--- src/rtl/serial_tx_arbiter.sv ---
// Round-robin arbiter that shares one byte-wide serial transmitter between
// four requesters. It loads the transmitter, follows its busy flag through
// the frame, and reports either frame completion or a start timeout.
module serial_tx_arbiter #(
  parameter int START_TIMEOUT = 16
) (
  input  logic        clk_i,
  input  logic        rst_i,
  input  logic [3:0]  req_i,
  input  logic [31:0] data_in_i,
  output logic [3:0]  ack_o,
  output logic [7:0]  tx_data_o,
  output logic        tx_start_o,
  input  logic        tx_busy_i,
  output logic        sent_valid_o,
  output logic [1:0]  sent_id_o,
  output logic        err_o,
  output logic        active_o
);

  typedef enum logic [1:0] {
    IDLE,
    WAIT_BUSY,
    WAIT_DONE
  } state_t;

  localparam logic [7:0] TIMEOUT_LIMIT = 8'(START_TIMEOUT);

  state_t      state_q, state_d;
  logic [1:0]  ptr_q, ptr_d;
  logic [7:0]  timer_q, timer_d;
  logic [1:0]  cur_id_q, cur_id_d;
  logic [7:0]  tx_data_q, tx_data_d;
  logic        tx_start_q, tx_start_d;
  logic [3:0]  ack_q, ack_d;
  logic        sent_valid_q, sent_valid_d;
  logic [1:0]  sent_id_q, sent_id_d;
  logic        err_q, err_d;

  logic [1:0]  winner;
  logic [1:0]  probeIdx;
  logic        winnerFound;
  logic [7:0]  winnerByte;

  // Round-robin search: first requesting index starting at ptr and wrapping.
  always_comb begin
    winner      = ptr_q;
    winnerFound = 1'b0;
    probeIdx    = ptr_q;
    for (int k = 0; k < 4; k++) begin
      probeIdx = ptr_q + 2'(k);
      if (!winnerFound && req_i[probeIdx]) begin
        winner      = probeIdx;
        winnerFound = 1'b1;
      end
    end
  end

  assign winnerByte = data_in_i[{winner, 3'b000} +: 8];

  // State register and all registered outputs, synchronous reset.
  always_ff @(posedge clk_i) begin
    if (rst_i) begin
      state_q      <= IDLE;
      ptr_q        <= 2'd0;
      timer_q      <= 8'd0;
      cur_id_q     <= 2'd0;
      tx_data_q    <= 8'd0;
      tx_start_q   <= 1'b0;
      ack_q        <= 4'd0;
      sent_valid_q <= 1'b0;
      sent_id_q    <= 2'd0;
      err_q        <= 1'b0;
    end else begin
      state_q      <= state_d;
      ptr_q        <= ptr_d;
      timer_q      <= timer_d;
      cur_id_q     <= cur_id_d;
      tx_data_q    <= tx_data_d;
      tx_start_q   <= tx_start_d;
      ack_q        <= ack_d;
      sent_valid_q <= sent_valid_d;
      sent_id_q    <= sent_id_d;
      err_q        <= err_d;
    end
  end

  // Next-state logic; pulse outputs default low so each lasts one cycle.
  always_comb begin
    state_d      = state_q;
    ptr_d        = ptr_q;
    timer_d      = timer_q;
    cur_id_d     = cur_id_q;
    tx_data_d    = tx_data_q;
    sent_id_d    = sent_id_q;
    tx_start_d   = 1'b0;
    ack_d        = 4'd0;
    sent_valid_d = 1'b0;
    err_d        = 1'b0;

    case (state_q)
      IDLE: begin
        // The busy gate keeps us off a frame that survived a reset.
        if ((req_i != 4'd0) && !tx_busy_i) begin
          tx_data_d  = winnerByte;
          tx_start_d = 1'b1;
          ack_d      = 4'b0001 << winner;
          cur_id_d   = winner;
          timer_d    = 8'd0;
          state_d    = WAIT_BUSY;
        end
      end

      WAIT_BUSY: begin
        // Busy takes priority over an expiring timer.
        if (tx_busy_i) begin
          state_d = WAIT_DONE;
        end else if (timer_q == TIMEOUT_LIMIT) begin
          err_d     = 1'b1;
          sent_id_d = cur_id_q;
          ptr_d     = cur_id_q + 2'd1;
          state_d   = IDLE;
        end else begin
          timer_d = timer_q + 8'd1;
        end
      end

      WAIT_DONE: begin
        if (!tx_busy_i) begin
          sent_valid_d = 1'b1;
          sent_id_d    = cur_id_q;
          ptr_d        = cur_id_q + 2'd1;
          state_d      = IDLE;
        end
      end

      default: begin
        state_d = IDLE;
      end
    endcase
  end

  assign ack_o        = ack_q;
  assign tx_data_o    = tx_data_q;
  assign tx_start_o   = tx_start_q;
  assign sent_valid_o = sent_valid_q;
  assign sent_id_o    = sent_id_q;
  assign err_o        = err_q;
  assign active_o     = (state_q != IDLE);

endmodule
--- config.mk ---
export PLATFORM = sky130hd
export DESIGN_NAME = serial_tx_arbiter
export DESIGN_NICKNAME = d
export VERILOG_FILES = /design/src/rtl/serial_tx_arbiter.sv
export SDC_FILE = /design/constraint.sdc
export NUM_CORES = 1
export LEC_CHECK = 0
export CAP_MARGIN = 25
export CORE_UTILIZATION = 45
export CTS_BUF_LIST = sky130_fd_sc_hd__clkbuf_4
export DETAILED_ROUTE_END_ITERATION = 10
export GPL_TIMING_DRIVEN = 0
export PLACE_DENSITY = 0.82
export REMOVE_ABC_BUFFERS = 1
export SKIP_CTS_REPAIR_TIMING = 1
export SLEW_MARGIN = 20
export SYNTH_ARGS = -nofsm -noshare
export SYNTH_HDL_FRONTEND = slang
export SYNTH_SLANG_ARGS = --single-unit
--- constraint.sdc ---
create_clock -name clk_i -period 5.15 [get_ports clk_i]
set_clock_uncertainty 0.2 [all_clocks]
set_input_delay 1.03 -clock clk_i [delete_from_list [all_inputs] [get_ports clk_i]]
set_output_delay 1.03 -clock clk_i [all_outputs]
set_load 0.005 [all_outputs]
# After elaboration in Yosys (flattened, before gate mapping)
# Cells that the tools add are included.
dict set report op_classes {
  n_addsub 5
  n_reduce_logical 21
  n_bitwise 4
  eq_ne 9
  magnitude_cmp 4
  n_shift 2
  muxes 34
}
# operator count
set ops {}
lappend ops {{indexed part select 32 x 6 -> 8 bit} 1}
lappend ops {{2-to-1 mux 2 bit} 13}
lappend ops {{2-to-1 mux 8 bit} 3}
lappend ops {{case mux 8 bit (2 select lines)} 1}
lappend ops {{< comparator 2 x 3 -> 1 bit, second input constant} 4}
lappend ops {{2-to-1 mux 1 bit} 10}
lappend ops {{!= test 2 bit, second input constant} 5}
lappend ops {{adder 8 x 1 -> 8 bit, second input constant} 1}
lappend ops {{binary-select mux 1 bit (select 2 bit)} 4}
lappend ops {{== test 8 x 5 -> 1 bit, second input constant} 1}
lappend ops {{case mux 2 bit (2 select lines)} 2}
lappend ops {{AND reduction 4 bit} 2}
lappend ops {{case mux 2 bit (3 select lines)} 1}
lappend ops {{nonzero test 2 bit} 3}
lappend ops {{OR reduction 3 bit} 2}
lappend ops {{adder 2 x 1 -> 2 bit, second input constant} 2}
lappend ops {{adder 2 bit, second input constant} 2}
lappend ops {{logical AND 1 bit} 4}
lappend ops {{logical NOT 1 bit} 4}
lappend ops {{inverter 1 bit} 4}
lappend ops {{nonzero test 4 bit} 1}
lappend ops {{OR reduction 2 bit} 2}
lappend ops {{<< shifter 1 x 2 -> 4 bit, first input constant} 1}
lappend ops {{!= test 3 bit, second input constant} 1}
lappend ops {{other kinds (5)} 5}
dict set report totals {
  output_inout_bits 18
  wordCells 89
  regBits 31
}

# Depth between registers and ports, before layout
dict set report logic_depth {
  depth_word 13
  depth_mapped 7
}

# Worst setup path before layout
# Ideal clock, no wire load.
dict set report synth_timing {
  path_kind {input port to flip-flop}
  from {input port req_i[2]}
  to {register tx_data_q[0], in the netlist tx_data_o[0]}
  setup_ns 0.084
  stages 5
  path_slack_ns 2.731
  arrival_ns 2.134
  path_cell_list {nor4_2 nor3_1 nor2_1 nand2_1 o221ai_1}
}
dict set report synth_via {
  elab_chain_cells 13
  elab_cells_between_ends 24
  cone_classes {1 x shift; 14 x mux; 9 x reduce/logical}
}
# item line
set synth_rtl {}
lappend synth_rtl {{from (decl)} 9} ;# input logic [3:0] req_i,
lappend synth_rtl {{binary-select mux 1 bit (select 2 bit)} 52} ;# if (!winnerFound && req_i[probeIdx]) begin
lappend synth_rtl {{2-to-1 mux 1 bit (not written as such)} 52}
lappend synth_rtl {{2-to-1 mux 1 bit} 52}
lappend synth_rtl {{logical NOT 1 bit} 52}
lappend synth_rtl {{logical AND 1 bit} 52}
lappend synth_rtl {{2-to-1 mux 1 bit} 52}
lappend synth_rtl {{logical NOT 1 bit} 52}
lappend synth_rtl {{logical AND 1 bit} 52}
lappend synth_rtl {{2-to-1 mux 1 bit} 52}
lappend synth_rtl {{logical NOT 1 bit} 52}
lappend synth_rtl {{logical AND 1 bit} 52}
lappend synth_rtl {{2-to-1 mux 2 bit} 52}
lappend synth_rtl {{indexed part select 32 x 6 -> 8 bit} 59} ;# assign winnerByte = data_in_i[{winner, 3'b000} +: 8];
lappend synth_rtl {{to (signal assigned)} 79} ;# tx_data_q <= tx_data_d;
lappend synth_rtl {{to (decl)} 33} ;# logic [7:0] tx_data_q, tx_data_d;
# Several ways; a longest one is shown, not always the timed one. The select of a mux whose other input is x is not followed.
# A chain may end at the register's enable or synchronous reset.

# Worst setup path after layout
dict set report layout_timing {
  from {input port req_i[3]}
  to {register tx_data_q[1], in the netlist tx_data_o[1]}
}
# The elaborated chain is that of the path after synthesis.

==> summary.txt <==
Status
  • Status: finished clean

Floorplan
  • Initial Utilization: 48.1%
  • Die ar.: 3520 um2
  • Row count: 20
  • Core area: 3080 um2
  • Die height: 59.4 um
  • IO Pins: 57
  • Die Wd: 59.4 um

Layout
  • # fillers: 260
  • # diodes: 0
  • # nets final: 256
  • Finished Core Util: 68.7%
  • Synth-to-Final Area Change: 42.9%
  • Layout cells sized above 1: 7.44%

Yosys
  • Synth top area share: 41.9%
  • Netlist cell types: 40
  • Post-synthesis cell area: 1480 um2
  • Top cells by area, synth: dfxtp_1 42%, mux2i_1 14%, o221ai_1 4.7%, nor2_1 4.3%, nand2_1 3.8%
  • FF+latch count, synth: 31
  • Synth Instances: 157
  • Yosys top cell by area: dfxtp_1
  • Post-Syn Area per Cell: 9.43 um2
  • Register area share after synthesis: 41.9%
  • Synth Warn #: 0
  • Ys flop type: dfxtp_1
  • EDFF count, synth: 0
  • Synth async-reset ratio: 0%

Route
  • WL/cell: 13.9 um
  • Via count: 1367
  • Drt total wl: 3600 um
  • DRC Markers: 0
  • TritonRoute pass-1 iters: 4
  • DRT iter0 DRCs: 38
  • Drt via density: 5.28
  • Post-route ant nets: 0

Job
  • Max Cap Violations: 0

Setup path
  • Critical path's largest stage delay: 600 ps
  • Critical Path Sink Type: flip-flop
  • CP Cell Sequence: clkdlybuf4s50_1 > and2b_2 > a21oi_1 > o221a_2 > mux2i_1 > o221ai_1
  • Worst path top cell family by delay: compound AO/OA/AOI/OAI gates
  • CP max stage cell: o221a_2
  • Critical path class: in -> reg
  • WP buf/inv: 1
  • CP Launch Type: input pin
  • Worst Path Required: 5130 ps
  • Crit path DAT: 3050 ps
  • CP max FO: 20

Place
  • Place WS: 1770 ps
  • Hpwl dp: 2790 um
  • Port-buffer cells: 56
  • GP Congestion: 0.766

STA
  • RSZ-0062 raised after global routing: false
  • Fin. max-slew vios: 0
  • Final hold vios: 0
  • Maximum clock frequency: 325 MHz
  • Setup slack after layout: 2080 ps
  • Worst-Margin Slew: 587 ps
  • Max transition margin: 60.9%
  • Final period util: 59.7%
  • Fin crit period: 3070 ps
  • Final setup violation count: 0
  • Setup TNS: 0 ps

CTS
  • Clock Path Buffers: 2
  • Reg clk slew, reported paths: 90 ps
  • TritonCTS Buffers: 5
  • Root buf cell: clkbuf_4
  • CTS tree: done
  • H-Tree Depth: 2
  • Sinks on Clock Net: 31
  • Skew-Pair Late Insertion Delay: 320 ps

Global route
  • Vias in the first global route: 1314
  • Antenna violations before repair: 0
  • Global-route usage over all layers: 22.2%
  • Grt total ovfl: 0
  • First-pass GRT wire length: 5800 um
  • Largest net degree at the start of global routing: 21

Worst hold path
  • Worst Hold Class: reg -> reg

Power and ir drop
  • Cell Pwr Density: 228 nW/um2
  • IR drop worst, VDD: 0.000129 V
  • Leakage: 0.000748 uW
==> power by group <==
| group | internal, uW | leakage [uW] | switching (uW) |
|---|---|---|---|
| clock | 48.3 | 0.0000285 | 80.1 |
| combinational | 58.7 | 0.000468 | 39.3 |
| sequential | 249 | 0.000252 | 5.79 |
==> per-layer routing <==
| layer | up-vias | part of all wire [%] | wire (um) | GRT usage, % |
|---|---|---|---|---|
| met5 | - | 0 | 0 | 0 |
| met4 | 0 | 0.67 | 24 | 6.12 |
| met3 | 2 | 3.4 | 123 | 6.55 |
| met2 | 28 | 55 | 1970 | 39.2 |
| met1 | 667 | 41 | 1490 | 26.0 |
| li1 | 670 | - | - | - |
==> cell families (layout without fill, tap and decap cells) <==
kind of cell | count (synthesis) | count (layout) | share of synthesized area, %
simple gates | 62 | 62 | 22.7
flops | 31 | 31 | 41.9
compound gates | 24 | 24 | 12.6
mux | 21 | 21 | 14.2
buf+inv | 11 | 69 | 3.38
xor+xnor | 6 | 6 | 3.55
fa+ha+maj | 2 | 2 | 1.69
==> area by class of cell <==
type / instances / area [um2] / area share (%)
flip-flops and latches: 31 / 621 / 29.3
multi-input cells: 115 / 810 / 38.3
clock inverters: 2 / 8.76 / 0.414
repair buffers: 56 / 561 / 26.5
well taps: 44 / 55.1 / 2.60
inverters: 6 / 22.5 / 1.07
clock buffers: 5 / 37.5 / 1.78
==> cell usage in the layout, fill, tap and decap left out, types with 2 or more instances in the layout <==
cell type and n:
nand3_1 4, or3_1 2, nand3b_1 2, dfxtp_1 31, nor4_2 2, nand2_1 15
nor2b_1 2, inv_1 6, and2_1 2, nor2_1 17, ha_1 2, o21ai_0 3
o221ai_1 8, a21oi_2 2, clkbuf_4 5, nand2b_1 3, xor2_1 5, nor3_1 2
mux2i_1 21, clkdlybuf4s50_1 56, a21oi_1 5
==> flip-flops by register name, summed over array words and instances, names as in the netlist, 2 cells and up <==
| name | count |
|---|---|
| timer_q | 8 |
| cur_id_q | 2 |
| tx_data_o | 8 |
| ack_o | 4 |
| ptr_q | 2 |
| state_q | 2 |
| sent_id_o | 2 |
==> cell usage after synthesis (2+ instances only) <==
cell type,n
ha_1,2
a21oi_1,5
mux2i_1,21
nand3b_1,2
dfxtp_1,31
o221ai_1,8
clkbuf_1,2
or3_1,2
buf_4,2
o21ai_0,3
nor2b_1,2
nor4_2,2
nand2b_1,3
nor3_1,2
nor2_1,17
xor2_1,5
nand2_1,15
nand3_1,4
and2_1,2
a21oi_2,2
inv_1,6
==> per-stage QoR <==
step,hold WS (ps),cell area (um2),power [uW],instances
after floorplan,251,1450,300,152
after global placement,244,2070,355,252
after detailed placement,256,2070,358,252
after CTS,278,2110,484,259
after global routing,296,2110,505,259
final,276,2110,481,259
==> worst reg2reg max path: stages (launching register included) <==
cell and delay (ps):
dfxtp_1 360, inv_1 70, ha_1 140, nor4b_1 460, nand3b_1 180, a21oi_2 330
mux2i_1 210, nor2b_1 130
==> path summary, 6_finish.rpt <==
| kind | start | endpoint | slack [ps] | cells after the start |
|---|---|---|---|---|
| setup / recovery | req_i[3] | tx_data_o[1] | 2080 | 6 |
| hold / removal | tx_data_o[0] | tx_data_o[0] | 280 | 2 |
| setup reg to reg | timer_q[0] | ptr_q[0] | 3020 | 7 |
| hold reg to reg | tx_data_o[0] | tx_data_o[0] | 280 | 2 |
Note: power is estimated with default switching activity, not from simulation.
